$ cat config.mk
export PLATFORM = sky130hd
export DESIGN_NAME = if_prefetch_stage_flat
export DESIGN_NICKNAME = d
export VERILOG_FILES = /design/src/rtl/if_prefetch_stage_if.sv /design/src/rtl/if_prefetch_stage.sv /design/src/flat_wrapper.sv
export SDC_FILE = /design/constraint.sdc
export NUM_CORES = 1
export LEC_CHECK = 0
export CAP_MARGIN = 20
export CELL_PAD_IN_SITES_DETAIL_PLACEMENT = 1
export CELL_PAD_IN_SITES_GLOBAL_PLACEMENT = 1
export CORE_ASPECT_RATIO = 0.7
export CORE_MARGIN = 10
export CORE_UTILIZATION = 48
export CTS_BUF_LIST = sky130_fd_sc_hd__clkbuf_8
export DETAILED_ROUTE_END_ITERATION = 10
export PLACE_DENSITY_LB_ADDON = 0.1
export REMOVE_ABC_BUFFERS = 1
export SLEW_MARGIN = 20
export SYNTH_ARGS = -nofsm -noshare
export SYNTH_HDL_FRONTEND = slang
export SYNTH_SLANG_ARGS = --single-unit
$ cat constraint.sdc
create_clock -name clk -period 4.6 [get_ports clk]
set_input_delay 1.15 -clock clk [delete_from_list [all_inputs] [get_ports clk]]
set_output_delay 1.15 -clock clk [all_outputs]
set_load 0.03 [all_outputs]
$ cat src/rtl/if_prefetch_stage_if.sv
// Instruction-memory port between the fetch stage (master) and the memory (slave).
// At most one request is outstanding; imem_rvalid completes it.
interface if_prefetch_stage_if #(
    parameter int ADDR_LEN  = 32,
    parameter int INSTR_LEN = 32
) ();
    logic                 imem_req;
    logic [ADDR_LEN-1:0]  imem_addr;
    logic                 imem_rvalid;
    logic [INSTR_LEN-1:0] imem_rdata;

    modport master (
        output imem_req,
        output imem_addr,
        input  imem_rvalid,
        input  imem_rdata
    );

    modport slave (
        input  imem_req,
        input  imem_addr,
        output imem_rvalid,
        output imem_rdata
    );
endinterface

$ cat src/rtl/if_prefetch_stage.sv
// Fetch stage: PC sequencer, single-outstanding imem handshake and a prefetch FIFO toward ID.
// Optional macro IF_BYPASS_EN forwards a response straight to the outputs when the FIFO is empty.
module if_prefetch_stage #(
    parameter int                  ADDR_LEN   = 32,
    parameter int                  INSTR_LEN  = 32,
    parameter int                  FIFO_DEPTH = 4,
    parameter int                  PC_STEP    = 4,
    parameter logic [ADDR_LEN-1:0] RESET_PC   = '0
) (
    input  logic                    clk,
    input  logic                    reset,
    input  logic                    freeze,
    input  logic                    Branch_taken,
    input  logic [ADDR_LEN-1:0]     BranchAddr,
    if_prefetch_stage_if.master     imem,
    output logic                    out_valid,
    output logic [INSTR_LEN-1:0]    Instruction,
    output logic [ADDR_LEN-1:0]     PC
);
    localparam int                  PTR_W   = $clog2(FIFO_DEPTH);
    localparam int                  CNT_W   = PTR_W + 1;
    localparam logic [ADDR_LEN-1:0] STEP    = ADDR_LEN'(PC_STEP);
    localparam logic [CNT_W-1:0]    DEPTH_C = CNT_W'(FIFO_DEPTH);

    typedef enum logic [1:0] {IDLE, WAIT, DISCARD} state_t;

    state_t               state, state_next;
    logic [ADDR_LEN-1:0]  fetch_pc, fetch_pc_next, pc_inc;
    logic                 req_q, req_next;
    logic [ADDR_LEN-1:0]  addr_q, addr_next;

    logic [INSTR_LEN-1:0] fifo_instr [FIFO_DEPTH];
    logic [ADDR_LEN-1:0]  fifo_pc    [FIFO_DEPTH];
    logic [PTR_W-1:0]     wr_ptr, rd_ptr;
    logic [CNT_W-1:0]     count, count_next;
    logic [INSTR_LEN-1:0] last_instr, head_instr;
    logic [ADDR_LEN-1:0]  last_pc, head_pc;

    logic fifo_empty, accept, push, pop, bypass_hit, bypass_take;

    assign pc_inc     = fetch_pc + STEP;
    assign fifo_empty = (count == '0);
    assign accept     = (state == WAIT) && imem.imem_rvalid && !Branch_taken;

`ifdef IF_BYPASS_EN
    assign bypass_hit = fifo_empty && accept;
`else
    assign bypass_hit = 1'b0;
`endif

    assign bypass_take = bypass_hit && !freeze;
    assign push        = accept && !bypass_take;
    assign pop         = !fifo_empty && !freeze && !Branch_taken;

    assign head_instr = fifo_empty ? last_instr : fifo_instr[rd_ptr];
    assign head_pc    = fifo_empty ? last_pc    : fifo_pc[rd_ptr];

    // Occupancy after this edge; a redirect empties the queue regardless of push/pop.
    always_comb begin
        count_next = count;
        if (Branch_taken) begin
            count_next = '0;
        end else if (push && !pop) begin
            count_next = count + CNT_W'(1);
        end else if (pop && !push) begin
            count_next = count - CNT_W'(1);
        end
    end

    always_comb begin
        state_next    = state;
        fetch_pc_next = fetch_pc;
        req_next      = req_q;
        addr_next     = addr_q;
        if (Branch_taken) begin
            fetch_pc_next = BranchAddr;
        end
        case (state)
            IDLE: begin
                if (!Branch_taken && (count < DEPTH_C)) begin
                    req_next   = 1'b1;
                    addr_next  = fetch_pc;
                    state_next = WAIT;
                end
            end
            WAIT: begin
                if (Branch_taken) begin
                    // Without a response the old request is still in flight and must be drained.
                    if (imem.imem_rvalid) begin
                        req_next   = 1'b0;
                        state_next = IDLE;
                    end else begin
                        state_next = DISCARD;
                    end
                end else if (imem.imem_rvalid) begin
                    fetch_pc_next = pc_inc;
                    if (count_next < DEPTH_C) begin
                        addr_next = pc_inc;
                    end else begin
                        req_next   = 1'b0;
                        state_next = IDLE;
                    end
                end
            end
            DISCARD: begin
                if (imem.imem_rvalid) begin
                    req_next   = 1'b0;
                    state_next = IDLE;
                end
            end
            default: state_next = IDLE;
        endcase
    end

    always_ff @(posedge clk) begin
        if (!reset) begin
            state    <= IDLE;
            fetch_pc <= RESET_PC;
            req_q    <= 1'b0;
            addr_q   <= '0;
        end else begin
            state    <= state_next;
            fetch_pc <= fetch_pc_next;
            req_q    <= req_next;
            addr_q   <= addr_next;
        end
    end

    always_ff @(posedge clk) begin
        if (push) begin
            fifo_instr[wr_ptr] <= imem.imem_rdata;
            fifo_pc[wr_ptr]    <= pc_inc;
        end
    end

    // Last consumed word is kept so the outputs hold steady while the queue is empty.
    always_ff @(posedge clk) begin
        if (!reset) begin
            wr_ptr     <= '0;
            rd_ptr     <= '0;
            count      <= '0;
            last_instr <= '0;
            last_pc    <= '0;
        end else begin
            if (Branch_taken) begin
                wr_ptr <= '0;
                rd_ptr <= '0;
            end else begin
                if (push) wr_ptr <= wr_ptr + PTR_W'(1);
                if (pop)  rd_ptr <= rd_ptr + PTR_W'(1);
            end
            count <= count_next;
            if (pop) begin
                last_instr <= head_instr;
                last_pc    <= head_pc;
            end else if (bypass_take) begin
                last_instr <= imem.imem_rdata;
                last_pc    <= pc_inc;
            end
        end
    end

    always_comb begin
        out_valid   = !fifo_empty;
        Instruction = head_instr;
        PC          = head_pc;
`ifdef IF_BYPASS_EN
        if (bypass_hit) begin
            out_valid   = 1'b1;
            Instruction = imem.imem_rdata;
            PC          = pc_inc;
        end
`endif
    end

    assign imem.imem_req  = req_q;
    assign imem.imem_addr = addr_q;
endmodule

$ cat src/flat_wrapper.sv
// flat-port wrapper written by rule: the top's interface ports become plain ports
module if_prefetch_stage_flat 
#(
    parameter int                  ADDR_LEN   = 32,
    parameter int                  INSTR_LEN  = 32,
    parameter int                  FIFO_DEPTH = 4,
    parameter int                  PC_STEP    = 4,
    parameter logic [ADDR_LEN-1:0] RESET_PC   = '0
)
  (clk, reset, freeze, Branch_taken, BranchAddr, out_valid, Instruction, PC, imem_imem_req, imem_imem_addr, imem_imem_rvalid, imem_imem_rdata);
  if_prefetch_stage_if #(.ADDR_LEN(ADDR_LEN), .INSTR_LEN(INSTR_LEN)) imem_i ();
  input  logic clk;
  input  logic reset;
  input  logic freeze;
  input  logic Branch_taken;
  input  logic [ADDR_LEN-1:0] BranchAddr;
  output logic out_valid;
  output logic [INSTR_LEN-1:0] Instruction;
  output logic [ADDR_LEN-1:0] PC;
  output wire logic [$bits(imem_i.imem_req)-1:0] imem_imem_req;
  output wire logic [$bits(imem_i.imem_addr)-1:0] imem_imem_addr;
  input wire logic [$bits(imem_i.imem_rvalid)-1:0] imem_imem_rvalid;
  input wire logic [$bits(imem_i.imem_rdata)-1:0] imem_imem_rdata;
  assign imem_imem_req = imem_i.imem_req;
  assign imem_imem_addr = imem_i.imem_addr;
  assign imem_i.imem_rvalid = imem_imem_rvalid;
  assign imem_i.imem_rdata = imem_imem_rdata;
  if_prefetch_stage #(.ADDR_LEN(ADDR_LEN), .INSTR_LEN(INSTR_LEN), .FIFO_DEPTH(FIFO_DEPTH), .PC_STEP(PC_STEP), .RESET_PC(RESET_PC)) u_core (.clk(clk), .reset(reset), .freeze(freeze), .Branch_taken(Branch_taken), .BranchAddr(BranchAddr), .imem(imem_i), .out_valid(out_valid), .Instruction(Instruction), .PC(PC));
endmodule
==> reports/qor.csv <==
metric,value,unit
dp.cells,1946,
synth_async_sr_flop_share,0,%
p_leak,7.048,nW
irDropWorstVdd,0.0003225,V
finalCritPeriodShare,91.23,%
ys.warnings.count,0,
startpoint,u_core.count[0],
initial_core_util,48.72,%
vias_per_cell,5.556,
numCtsBuffers,60,
final.setup.worst_slack,0.4032,ns
drive_gt1_share,12.66,%
synth.area.top_cells,"edfxtp_1 45%, dfxtp_1 17%, mux4_2 8.5%",
slew_viol_final,0,
reg2reg_from,u_core.count[0],
p_int,0.005868,W
synthesis.instances,1385,
setup_viol,0,
slew_headroom,30.50,%
synth_top_area_cell,edfxtp_1,
synth_common_cells,"256 x edfxtp_1, 222 x nand2_1, 181 x nor2_1",
cts_tree,yes,
hold_depth,2,
fin_crit,4.197,ns
htreeDepth,2,
die_w,244.7,um
die_h,177.3,um
firstDrtPassIters,5,
whs,0.4977,ns
cts_sinks,396,
maxCapViolCount,0,
placement.io_buffers,166,
area_delta_synth_final,18.58,%
dieArea,43370,um^2
grt_max_degree,66,
cts_buffer_depth,3,
ys.flop_type,edfxtp_1,
cp.required,3.45,ns
postCtsSetupRepairBufs,0,
hp-class,reg2reg,
drtIter0Drc,748,
pwr_density_cell,408.5,nW/um^2
wl_per_cell,22.37,um
postRouteAntennaNets,0,
synth_cell_types,56,
swShare,28.56,%
synth_top_area_share,45.33,%
dpl.hpwl,30460,um
ff2ff_path_depth,13,
drt_wl_total,46070,um
status,"complete, no violations",
cts-resized-gates,0,
clock_latency,0.63,ns
hold_path_end,u_core.last_pc[11],
ios,167,
globalplace.congestion,0.8246,
layout.nets,1618,
ys_seq_elements,396,
p_comb_share,16.5,%
crit_fanout,25,
wl_met1,20940,um
max_freq,238.3,MHz
critPathLaunchType,register,
rsz0062_at_grt,false,
fin_cells,2060,
syn_area,16960,um^2
critPathKind,reg2out,
p_clk_share,33.0,%
grt_overflow_total,0,
switchingPower,0.002346,W
hold_violations,0,
synth-edff-count,256,
num_antenna_cells,0,
grt_pass1_wl,71950,um
highest-signal-layer,met4,
route.met2.wl,22260,um
endpoint_kind,primary output,
antenna_found_initial,0,
r2r-end,u_core.imem.imem_addr[0],
drc,0,
skew,0.02864,ns
holdBufCountCts,0,
cp_data_arrival_time,3.05,ns
rows,57,
tightest_slew,1.034,ns
ys_seq_area_share,61.86,%
avgSynthCellArea,12.24,um^2
path_clk_slew,0.06,ns
min_from,u_core.last_pc[11],
met3_length,2073,um
core,34800,um^2
clock-root-buffer,clkbuf_8,
seqPwrFrac,50.5,%
vias,11446,
power,0.008214,W
pre_cts_slack,0.5696,ns
grt_usage,21.24,%
reg2reg_setup_slack,1.00,ns
grt_pass1_vias,12354,
synth_most_common_cell,edfxtp_1,
[routing by layer]
metal / vias to the layer above / GRT usage (%)
met5: - / 0
met4: 0 / 5.368
li1: 5269 / -
met3: 55 / 3.604
met1: 5865 / 28.43
met2: 257 / 35.44
[cell families after synthesis]
group,after synthesis,share of synthesized area (%)
buffers and inverters,119,3.859
flip-flops,396,61.86
AND/OR/NAND/NOR,579,15.82
XOR/XNOR,86,4.442
multiplexers,74,9.090
adder cells (fa/ha/maj),13,0.9592
AO/OA/AOI/OAI,118,3.970
[state kept, by name, indices dropped and copies added (netlist names), named ones only]
| signal | cells |
|---|---|
| u_core.last_instr | 32 |
| u_core.fifo_instr | 128 |
| u_core.state | 2 |
| u_core.fifo_pc | 128 |
| u_core.wr_ptr | 2 |
| u_core.imem.imem_req | 1 |
| u_core.count | 3 |
| u_core.rd_ptr | 2 |
| u_core.imem.imem_addr | 32 |
| u_core.fetch_pc | 32 |
| u_core.last_pc | 32 |
[layout make-up]
class	count	area (um^2)
clock inverters	49	230.2
multi-input cells	870	5848
repair buffers	193	1989
fillers	3655	14700
inverters	15	57.56
clock buffers	65	894.6
well taps	472	590.6
flip-flops and latches	396	10500
[how the worst max path moves through the flow]
stage | slack [ns] | cells past startpoint | end
2_1_floorplan | -2.58 | 12 | u_core.imem.imem_addr[0]
3_3_place_gp | 0.64 | 10 | u_core.imem.imem_addr[1]
3_5_place_dp | 0.57 | 10 | u_core.imem.imem_addr[0]
4_1_cts | 0.34 | 8 | Instruction[23]
5_1_grt | 0.26 | 8 | PC[19]
6_report | 0.40 | 8 | Instruction[27]
[per-stage QoR]
| step | utilization, % | TNS, ns | cell area, um^2 |
|---|---|---|---|
| after global routing | 57.78 | 0 | 20110 |
| after CTS | 57.78 | 0 | 20110 |
| after floorplan | - | -243.94 | 16360 |
| final | 57.78 | 0 | 20110 |
| after detailed placement | 54.54 | 0 | 18980 |
| after global placement | 54.54 | 0 | 18980 |
[layout by cell type (no fill, tap or decap), types with 22 or more instances in the layout]
cell / n
inv_1: 48
xor2_1: 44
clkbuf_8: 65
nor3_1: 79
nand4_1: 22
edfxtp_1: 256
o21ai_0: 44
nand2_1: 221
dfxtp_1: 138
a21oi_1: 48
nor2_1: 181
clkdlybuf4s50_1: 166
mux4_2: 64
xnor2_1: 42
[critical path: stages (launching register included)]
cell and delay (ns):
dfxtp_1 0.39, inv_1 0.10, ha_1 0.21, nor2b_4 0.16, inv_2 0.28, buf_4 0.36, nand2_1 0.15, nand2_1 0.11
clkdlybuf4s50_1 0.67
[power by group through the flow]
| stage | logic [W] | registers (W) | clock network (W) |
|---|---|---|---|
| 2_1_floorplan | 0.000538 | 0.00438 | 0 |
| 3_3_place_gp | 0.00132 | 0.00422 | 0 |
| 3_5_place_dp | 0.00135 | 0.00422 | 0 |
| 4_1_cts | 0.00137 | 0.00415 | 0.00278 |
| 5_1_grt | 0.00146 | 0.00417 | 0.00295 |
| 6_report | 0.00135 | 0.00415 | 0.00271 |
No activity file was read; power rests on OpenSTA's default activity.
